===== config.mk =====
export PLATFORM = sky130hd
export DESIGN_NAME = alu_execute
export DESIGN_NICKNAME = d
export VERILOG_FILES = /design/src/rtl/alu_pkg.sv /design/src/rtl/alu_muldiv_seq.sv /design/src/rtl/alu_execute.sv
export SDC_FILE = /design/constraint.sdc
export NUM_CORES = 1
export LEC_CHECK = 0
export CAP_MARGIN = 20
export CORE_ASPECT_RATIO = 1.2
export CORE_MARGIN = 2
export CORE_UTILIZATION = 40
export CTS_BUF_LIST = sky130_fd_sc_hd__clkbuf_16
export DETAILED_ROUTE_END_ITERATION = 12
export GPL_TIMING_DRIVEN = 0
export HOLD_SLACK_MARGIN = 0.08
export PLACE_DENSITY = 0.67
export SYNTH_ARGS = -nofsm -noshare
export SYNTH_HDL_FRONTEND = slang
export SYNTH_SLANG_ARGS = --single-unit

===== constraint.sdc =====
create_clock -name clock -period 1.85 [get_ports clock]
set_input_delay 0.2775 -clock clock [delete_from_list [all_inputs] [get_ports clock]]
set_output_delay 0.2775 -clock clock [all_outputs]
set_load 0.03 [all_outputs]

===== src/rtl/alu_pkg.sv =====
// alu_pkg: shared definitions for the ALU execute stage.
//   - ALU_WIDTH    : default operand/result width
//   - ALU_* codes  : 4-bit ALU_control encodings, shared with the ALU decoder
//   - alu_state_e  : execute-stage FSM state encoding
package alu_pkg;

    localparam int ALU_WIDTH = 32;

    localparam logic [3:0] ALU_ADD = 4'b0000;
    localparam logic [3:0] ALU_SUB = 4'b0001;
    localparam logic [3:0] ALU_MUL = 4'b0010;
    localparam logic [3:0] ALU_DIV = 4'b0011;
    localparam logic [3:0] ALU_SLL = 4'b0100;
    localparam logic [3:0] ALU_SRL = 4'b0101;
    localparam logic [3:0] ALU_AND = 4'b1000;
    localparam logic [3:0] ALU_OR  = 4'b1001;
    localparam logic [3:0] ALU_XOR = 4'b1010;
    localparam logic [3:0] ALU_NOR = 4'b1011;

    typedef enum logic [1:0] {
        ST_IDLE = 2'd0,
        ST_ITER = 2'd1,
        ST_DONE = 2'd2
    } alu_state_e;

endpackage


===== src/rtl/alu_muldiv_seq.sv =====
// alu_muldiv_seq: iterative unsigned shift-add multiplier and restoring
// divider, one bit per clock, WIDTH iterations per operation.
// Ports:
//   clock, resetn      : clock, asynchronous active-low reset
//   load               : capture a, b and the mode; clears the counter
//   is_div             : mode captured on load (1 = divide, 0 = multiply)
//   step               : perform one iteration
//   a, b               : multiplicand-side/dividend (a), multiplier/divisor (b)
//   last               : the iteration performed this cycle is the final one
//   res_lo, res_hi     : mult -> {hi,lo} product; div -> lo quotient, hi remainder
module alu_muldiv_seq
    import alu_pkg::*;
#(
    parameter int WIDTH = ALU_WIDTH
) (
    input  logic             clock,
    input  logic             resetn,
    input  logic             load,
    input  logic             is_div,
    input  logic             step,
    input  logic [WIDTH-1:0] a,
    input  logic [WIDTH-1:0] b,
    output logic             last,
    output logic [WIDTH-1:0] res_lo,
    output logic [WIDTH-1:0] res_hi
);

    localparam int CW = $clog2(WIDTH) + 1;

    logic [CW-1:0]    count;
    logic             div_mode;
    logic [WIDTH-1:0] opnd;
    logic [WIDTH-1:0] hi;
    logic [WIDTH-1:0] lo;
    logic [WIDTH:0]   mul_sum;
    logic [WIDTH:0]   div_trial;
    logic [WIDTH:0]   div_diff;

    // Multiply: {hi,lo} starts as {0,a}; add b into hi when lo[0] is set,
    // then shift the carry-extended pair right by one.
    // Divide: {hi,lo} starts as {0,a}; shift left, trial-subtract b from
    // the top, keep the difference when it does not borrow.
    always_comb begin
        mul_sum   = {1'b0, hi} + (lo[0] ? {1'b0, opnd} : '0);
        div_trial = {hi, lo[WIDTH-1]};
        div_diff  = div_trial - {1'b0, opnd};
    end

    assign last   = (count == CW'(WIDTH - 1));
    assign res_lo = lo;
    assign res_hi = hi;

    always_ff @(posedge clock or negedge resetn) begin
        if (!resetn) begin
            count    <= '0;
            div_mode <= 1'b0;
            opnd     <= '0;
            hi       <= '0;
            lo       <= '0;
        end else if (load) begin
            count    <= '0;
            div_mode <= is_div;
            opnd     <= b;
            hi       <= '0;
            lo       <= a;
        end else if (step) begin
            count <= count + CW'(1);
            if (div_mode) begin
                if (!div_diff[WIDTH]) begin
                    hi <= div_diff[WIDTH-1:0];
                    lo <= {lo[WIDTH-2:0], 1'b1};
                end else begin
                    hi <= div_trial[WIDTH-1:0];
                    lo <= {lo[WIDTH-2:0], 1'b0};
                end
            end else begin
                hi <= mul_sum[WIDTH:1];
                lo <= {mul_sum[0], lo[WIDTH-1:1]};
            end
        end
    end

endmodule


===== src/rtl/alu_execute.sv =====
// alu_execute: ALU execute stage. Single-cycle ops complete one cycle after
// the accept edge; mult/div (when ALU_MULDIV_EN is defined) iterate for
// WIDTH cycles in alu_muldiv_seq and complete WIDTH+1 cycles after accept.
// Build option: ALU_MULDIV_EN -- enables the iterative multiplier/divider;
// when undefined, mult/div codes behave as undefined codes.
// Handshake: start is sampled only in IDLE; a request is accepted on the
// rising edge where start=1 and state=IDLE. done pulses for one cycle when
// results are valid; results hold until the next accepted start. start is
// ignored (not queued) whenever busy=1, including the done cycle.
// Ports:
//   clock, resetn           : clock, asynchronous active-low reset
//   start, ALU_control      : request and operation code
//   A, B, shamt             : operands and shift amount
//   busy, done              : status
//   result_lo, result_hi    : result words
//   zero, div_by_zero       : flags, valid with done
//   state_dbg               : current FSM state
module alu_execute
    import alu_pkg::*;
#(
    parameter int WIDTH = ALU_WIDTH
) (
    input  logic             clock,
    input  logic             resetn,
    input  logic             start,
    input  logic [3:0]       ALU_control,
    input  logic [WIDTH-1:0] A,
    input  logic [WIDTH-1:0] B,
    input  logic [4:0]       shamt,
    output logic             busy,
    output logic             done,
    output logic [WIDTH-1:0] result_lo,
    output logic [WIDTH-1:0] result_hi,
    output logic             zero,
    output logic             div_by_zero,
    output alu_state_e       state_dbg
);

    alu_state_e       state;
    alu_state_e       state_next;
    logic             accept;
    logic             is_iter_op;
    logic [WIDTH-1:0] single_lo;
    logic [WIDTH-1:0] single_hi;
    logic [WIDTH-1:0] res_lo_q;
    logic [WIDTH-1:0] res_hi_q;

    assign accept = (state == ST_IDLE) && start;

`ifdef ALU_MULDIV_EN
    logic             single_dbz;
    logic             dbz_q;
    logic             use_seq_q;
    logic             seq_last;
    logic [WIDTH-1:0] seq_lo;
    logic [WIDTH-1:0] seq_hi;

    // Divide by zero bypasses the iterative path entirely.
    assign is_iter_op = (ALU_control == ALU_MUL) ||
                        ((ALU_control == ALU_DIV) && (B != '0));

    alu_muldiv_seq #(.WIDTH(WIDTH)) u_muldiv (
        .clock  (clock),
        .resetn (resetn),
        .load   (accept && is_iter_op),
        .is_div (ALU_control == ALU_DIV),
        .step   (state == ST_ITER),
        .a      (A),
        .b      (B),
        .last   (seq_last),
        .res_lo (seq_lo),
        .res_hi (seq_hi)
    );

    // The sequencer's registers hold the final value after the last step,
    // so they are presented directly instead of being copied.
    assign result_lo   = use_seq_q ? seq_lo : res_lo_q;
    assign result_hi   = use_seq_q ? seq_hi : res_hi_q;
    assign div_by_zero = dbz_q;
`else
    assign is_iter_op  = 1'b0;
    assign result_lo   = res_lo_q;
    assign result_hi   = res_hi_q;
    assign div_by_zero = 1'b0;
`endif

    assign zero      = (result_lo == '0);
    assign busy      = (state != ST_IDLE);
    assign done      = (state == ST_DONE);
    assign state_dbg = state;

    // Single-cycle datapath, evaluated on the live inputs at the accept edge.
    always_comb begin
        single_lo = '0;
        single_hi = '0;
`ifdef ALU_MULDIV_EN
        single_dbz = 1'b0;
`endif
        case (ALU_control)
            ALU_ADD: single_lo = A + B;
            ALU_SUB: single_lo = A - B;
            ALU_AND: single_lo = A & B;
            ALU_OR:  single_lo = A | B;
            ALU_XOR: single_lo = A ^ B;
            ALU_NOR: single_lo = ~(A | B);
            ALU_SLL: single_lo = B << shamt;
            ALU_SRL: single_lo = B >> shamt;
`ifdef ALU_MULDIV_EN
            ALU_DIV: begin
                if (B == '0) begin
                    single_lo  = '1;
                    single_hi  = A;
                    single_dbz = 1'b1;
                end
            end
`endif
            default: ;
        endcase
    end

    always_ff @(posedge clock or negedge resetn) begin
        if (!resetn) begin
            state <= ST_IDLE;
        end else begin
            state <= state_next;
        end
    end

    always_comb begin
        state_next = state;
        case (state)
            ST_IDLE: begin
                if (start) begin
                    state_next = is_iter_op ? ST_ITER : ST_DONE;
                end
            end
            ST_ITER: begin
`ifdef ALU_MULDIV_EN
                if (seq_last) begin
                    state_next = ST_DONE;
                end
`else
                state_next = ST_IDLE;
`endif
            end
            ST_DONE: state_next = ST_IDLE;
            default: state_next = ST_IDLE;
        endcase
    end

    always_ff @(posedge clock or negedge resetn) begin
        if (!resetn) begin
            res_lo_q <= '0;
            res_hi_q <= '0;
`ifdef ALU_MULDIV_EN
            dbz_q     <= 1'b0;
            use_seq_q <= 1'b0;
`endif
        end else if (accept) begin
            res_lo_q <= single_lo;
            res_hi_q <= single_hi;
`ifdef ALU_MULDIV_EN
            dbz_q     <= single_dbz;
            use_seq_q <= is_iter_op;
`endif
        end
    end

endmodule


## After elaboration in Yosys (flattened, before gate mapping)

Cells that the tools add are included.

| word-level totals | value |
|---|---|
| register bits | 34 |
| input port bits | 76 |
| output and inout port bits | 70 |
| logic and storage cells | 27 |

| operators by class | value |
|---|---|
| add/sub/neg operators | 2 |
| eq/ne operators | 9 |
| shift-type cells | 2 |
| multiplexer cells | 3 |
| bitwise logic cells | 4 |
| reduce and logical (&&, ||, !) cells | 5 |

Operators by type and width:

| kind | number |
|---|---|
| 32-bit case mux with 8 select lines | 1 |
| 32-bit adder | 1 |
| 32-bit bitwise AND | 1 |
| 32-bit logical NOT | 1 |
| 32-bit inverter | 1 |
| 32-bit bitwise OR | 1 |
| 32-bit by 5-bit left shift with 32-bit output | 1 |
| 32-bit by 5-bit right shift with 32-bit output | 1 |
| 32-bit subtractor | 1 |
| 32-bit XOR | 1 |
| 4-bit == test (second input constant) | 4 |
| 4-bit by 3-bit == test with 1-bit output (second input constant) | 2 |
| 4-bit by 1-bit == test with 1-bit output (second input constant) | 1 |
| 4-bit logical NOT | 1 |
| 2-bit two-way mux | 2 |
| 2-bit == test (second input constant) | 1 |
| 2-bit logical NOT | 1 |
| 2-bit inequality test (second input constant) | 1 |
| 2-bit nonzero test | 1 |
| 1-bit logical AND | 1 |

## Logic depth before layout (Yosys ltp)

| depth | value |
|---|---|
| depth after elaboration | 3 |
| depth in mapped cells | 17 |
| mapped depth without buffers | 17 |

## Worst setup path before layout

OpenSTA, ideal clock, no wires.

| timing | value |
|---|---|
| path kind | input-to-reg |
| start point | in ALU_control[3] |
| end point | reg res_lo_q[29], in the netlist result_lo[29] |
| library setup time | 131 ps |
| arrival | 3,869 ps |
| required time | 1,719 ps |
| setup slack | -2,150 ps |
| stages | 17 |
| path buffers | 3 |
| cells stage by stage | clkbuf_1 > or3_1 > bufbuf_16 > nor2_1 > clkbuf_1 > nor2_1 > xnor2_1 > ha_1 > o211ai_1 > a21oi_1 > o22ai_1 > or4b_1 > a21oi_1 > o22ai_1 > nor3_1 > mux2i_1 > o21ai_1 |

| on the way | value |
|---|---|
| longest elaborated chain between the ends | 2 |
| elaborated cells on any way between the ends | 9 |
| those cells by class | eq/ne (7); mux (1); reduce/logical (1) |

RTL lines:

| element | line | RTL |
|---|---|---|
| from (decl) | alu_execute.sv:26 | `input logic [3:0] ALU_control,` |
| 4-bit by 3-bit == test with 1-bit output (tied with other cells) | alu_execute.sv:99 | `case (ALU_control)` |
| 32-bit case mux with 8 select lines * | alu_execute.sv:99 |  |
| to (signal assigned) | alu_execute.sv:160 | `res_lo_q <= single_lo;` |
| to (decl) | alu_execute.sv:45 | `logic [WIDTH-1:0] res_lo_q;` |

Every way passes the cells marked *; elsewhere a longest branch is shown, timed or not.
A chain may end at the register's enable or synchronous reset.

## Worst setup path after layout

| timing | value |
|---|---|
| start point | in ALU_control[1] |
| end point | reg res_lo_q[31], in the netlist result_lo[31] |

The elaborated chain is that of the path after synthesis.

==> run metrics <==
outcome=finished, violations left; violated checks=setup timing; Main synth FF type=dfrtp_1; Initial Utilization=0.409; M2 GR Usage=0.642; leakage=5.77 nW; wire per inst=26.6 um; Worst Setup Start Kind=primary input; Worst Hold Class=primary input to async pin; commonest non-fill, non-tap cell in the layout=buf_4; initial antenna violation count=0; vias in the first global route=10607; Placed Area=11000 um2; Post-synth ARST share=1.00; crit path kind=primary input to flop; Die ar.=24400 um2; Max stage delay cell, worst path=or4b_4; NumNets Final=1617; Synth Warn #=0; TritonCTS clock tree=done; Post-Synthesis Mean Instance Area=7.69 um2; most frequent cells in the layout=buf_4 (113), nor2_1 (98), ha_1 (83); first-pass GRT wire length=67000 um; Routability Congestion=1.06; Post-synth EDFFs=0; CTS buffer count=5; Post-Synthesis Cells=1203; CP Max Fanout=3; fin crit period=3680 ps; Die Span X=143 um; Via Count=10922; Yosys reg bits=33; RSZ-0062 raised after global routing=true; Final period util=1.99; max_slew headroom=0.288; Vias/cell=6.22; 1st-pass router iterations=6; Core Box Area=22600 um2; reg2reg end=result_lo[24]$_DFFE_PN0P_; number of max-cap violations=0; area delta synth->final=42.3%; GRT Max-Usage Layer=met2; Bufs on Longest Clock Path=2; largest stage delay on the critical path=600 ps; met3 Track Usage GR=0.0420; worst skew pair latency=280 ps; Hold Fails Final Rpt=0; met1 Track Usage GR=0.459; IO buf count=104; count of final max-slew check failures=0; Max IR drop VDD=339 uV; critical path, cell by cell=clkbuf_16, or3_4, nor2_4, buf_12, a31o_4, xnor2_2, ha_1, buf_6, o211ai_1, a21oi_2, o22ai_4, or4b_4, a21oi_4, a31oi_2, o21ai_2, mux2i_1, o21ai_1; All-Layer GR Usage=0.371; Total Power=6.07 mW; GRT overflow=0; Post-route DRC=0; clock sinks=33; root buf cell=clkbuf_16; DP Wirelength=35500 um; worst-margin pin slew=1070 ps; Syn Std Cell Area=9250 um2; pwr/cell area=461 nW/um2; Worst EP arrival=3830 ps; Worst Setup End Kind=flop; H-tree levels=2; Clock Skew=4.18 ps; antenna cell count=0; Final Cell Area=13200 um2; Seq/Total Area, Yosys=0.0893; worst r2r src=state_dbg[1]$_DFFE_PN0P_; clk slew on worst S/H paths=50 ps; synth unique cells=73; Final WS setup=-1830 ps; Worst Path Required=2000 ps; r2r worst-path depth=6; share of cells above drive strength 1=0.308; Die Height=171 um; largest net degree at the start of global routing=20; register-to-register setup slack=-490 ps; Core Rows=60; # setup viols final=32; # IOs=146; DRT antenna net count=0; Starting DRT DRC Count=1019; drt total wl=46700 um; max frequency=272 MHz
-- report_power, final --
group	switching, mW	internal [mW]	total [mW]
Clock	0.301	0.487	0.788
Sequential	0.0578	0.784	0.842
Combinational	2.55	1.89	4.44
-- Yosys cell counts, drive strengths merged (23+ instances only) --
library cell | instances | area share
a21oi | 101 | 0.055
mux4 | 37 | 0.092
ha | 96 | 0.13
o22ai | 23 | 0.016
nor2 | 109 | 0.044
dfrtp | 33 | 0.089
clkbuf | 47 | 0.022
xnor2 | 69 | 0.065
inv | 76 | 0.031
buf | 68 | 0.045
mux2i | 88 | 0.095
o21ai | 109 | 0.059
nand2 | 82 | 0.034
-- what timing repair did --
action / 4_1_cts / 5_1_grt
gates resized for setup: 341 / 105
buffers inserted: 71 / 36
cloned: 0 / 0
endpoints found under the setup margin: 33 / 33
hold buffers: 0 / 0
pin swaps: 108 / 98
-- layout make-up --
| cell class | instances | area (um2) |
|---|---|---|
| sequential | 33 | 826 |
| clock buffer | 5 | 125 |
| clock inverter | 3 | 13.8 |
| buffer | 111 | 945 |
| timing repair buffer | 207 | 1950 |
| fill | 2022 | 9430 |
| inverter | 77 | 293 |
| tap | 310 | 388 |
| multi-input combinational | 1009 | 8620 |
-- flip-flops by register name, indices dropped and copies added, names as in the netlist --
name / count
state_dbg: 1
result_lo: 32
-- critical path: cells and delay by family --
family / cells / cell delay, ps
multiplexers: 1 / 240
AND/OR/NAND/NOR: 3 / 1220
XOR/XNOR: 1 / 60
adder cells (fa/ha/maj): 1 / 330
AO/OA/AOI/OAI: 8 / 1310
buffers and inverters: 3 / 390
-- stage by stage --
step	hold slack [ps]	util	cells	TNS, ps	setup slack (ps)
2_1_floorplan	-18.1	-	1236	-39490	-1650
3_3_place_gp	491	0.485	1650	-75030	-2870
3_5_place_dp	501	0.487	1652	-75120	-2870
4_1_cts	453	0.554	1726	-38260	-1740
5_1_grt	494	0.583	1755	-45590	-1880
6_report	435	0.583	1755	-43560	-1830
-- logic make-up (layout without fill, tap and decap cells) --
group / Yosys count / after routing / synth area share
AOI/OAI and AO/OA: 365 / 365 / 0.245
and+or+nand+nor: 295 / 295 / 0.151
buffers and inverters: 194 / 403 / 0.106
muxes: 132 / 132 / 0.195
adders and majority gates: 97 / 97 / 0.132
xor gates and xnor gates: 86 / 86 / 0.0814
DFF: 33 / 33 / 0.0893
other: 1 / 34 / 0.000405
-- layer usage --
metal / part of all wire / wire (um)
met5: 0 / 0
met4: 0.061 / 2840
met1: 0.38 / 17700
met2: 0.48 / 22300
met3: 0.082 / 3840
-- worst max path at each step --
stage | from | cells after the start | endpoint | slack, ps
after floorplan | ALU_control[1] | 17 | result_lo[31]$_DFFE_PN0P_ | -1650
after global placement | B[0] | 16 | result_lo[30]$_DFFE_PN0P_ | -2870
after detailed placement | B[0] | 16 | result_lo[30]$_DFFE_PN0P_ | -2870
after CTS | B[10] | 14 | result_lo[30]$_DFFE_PN0P_ | -1740
after global routing | B[12] | 16 | result_lo[30]$_DFFE_PN0P_ | -1880
final | ALU_control[1] | 17 | result_lo[31]$_DFFE_PN0P_ | -1830
Note: power is estimated with default switching activity, not from simulation.
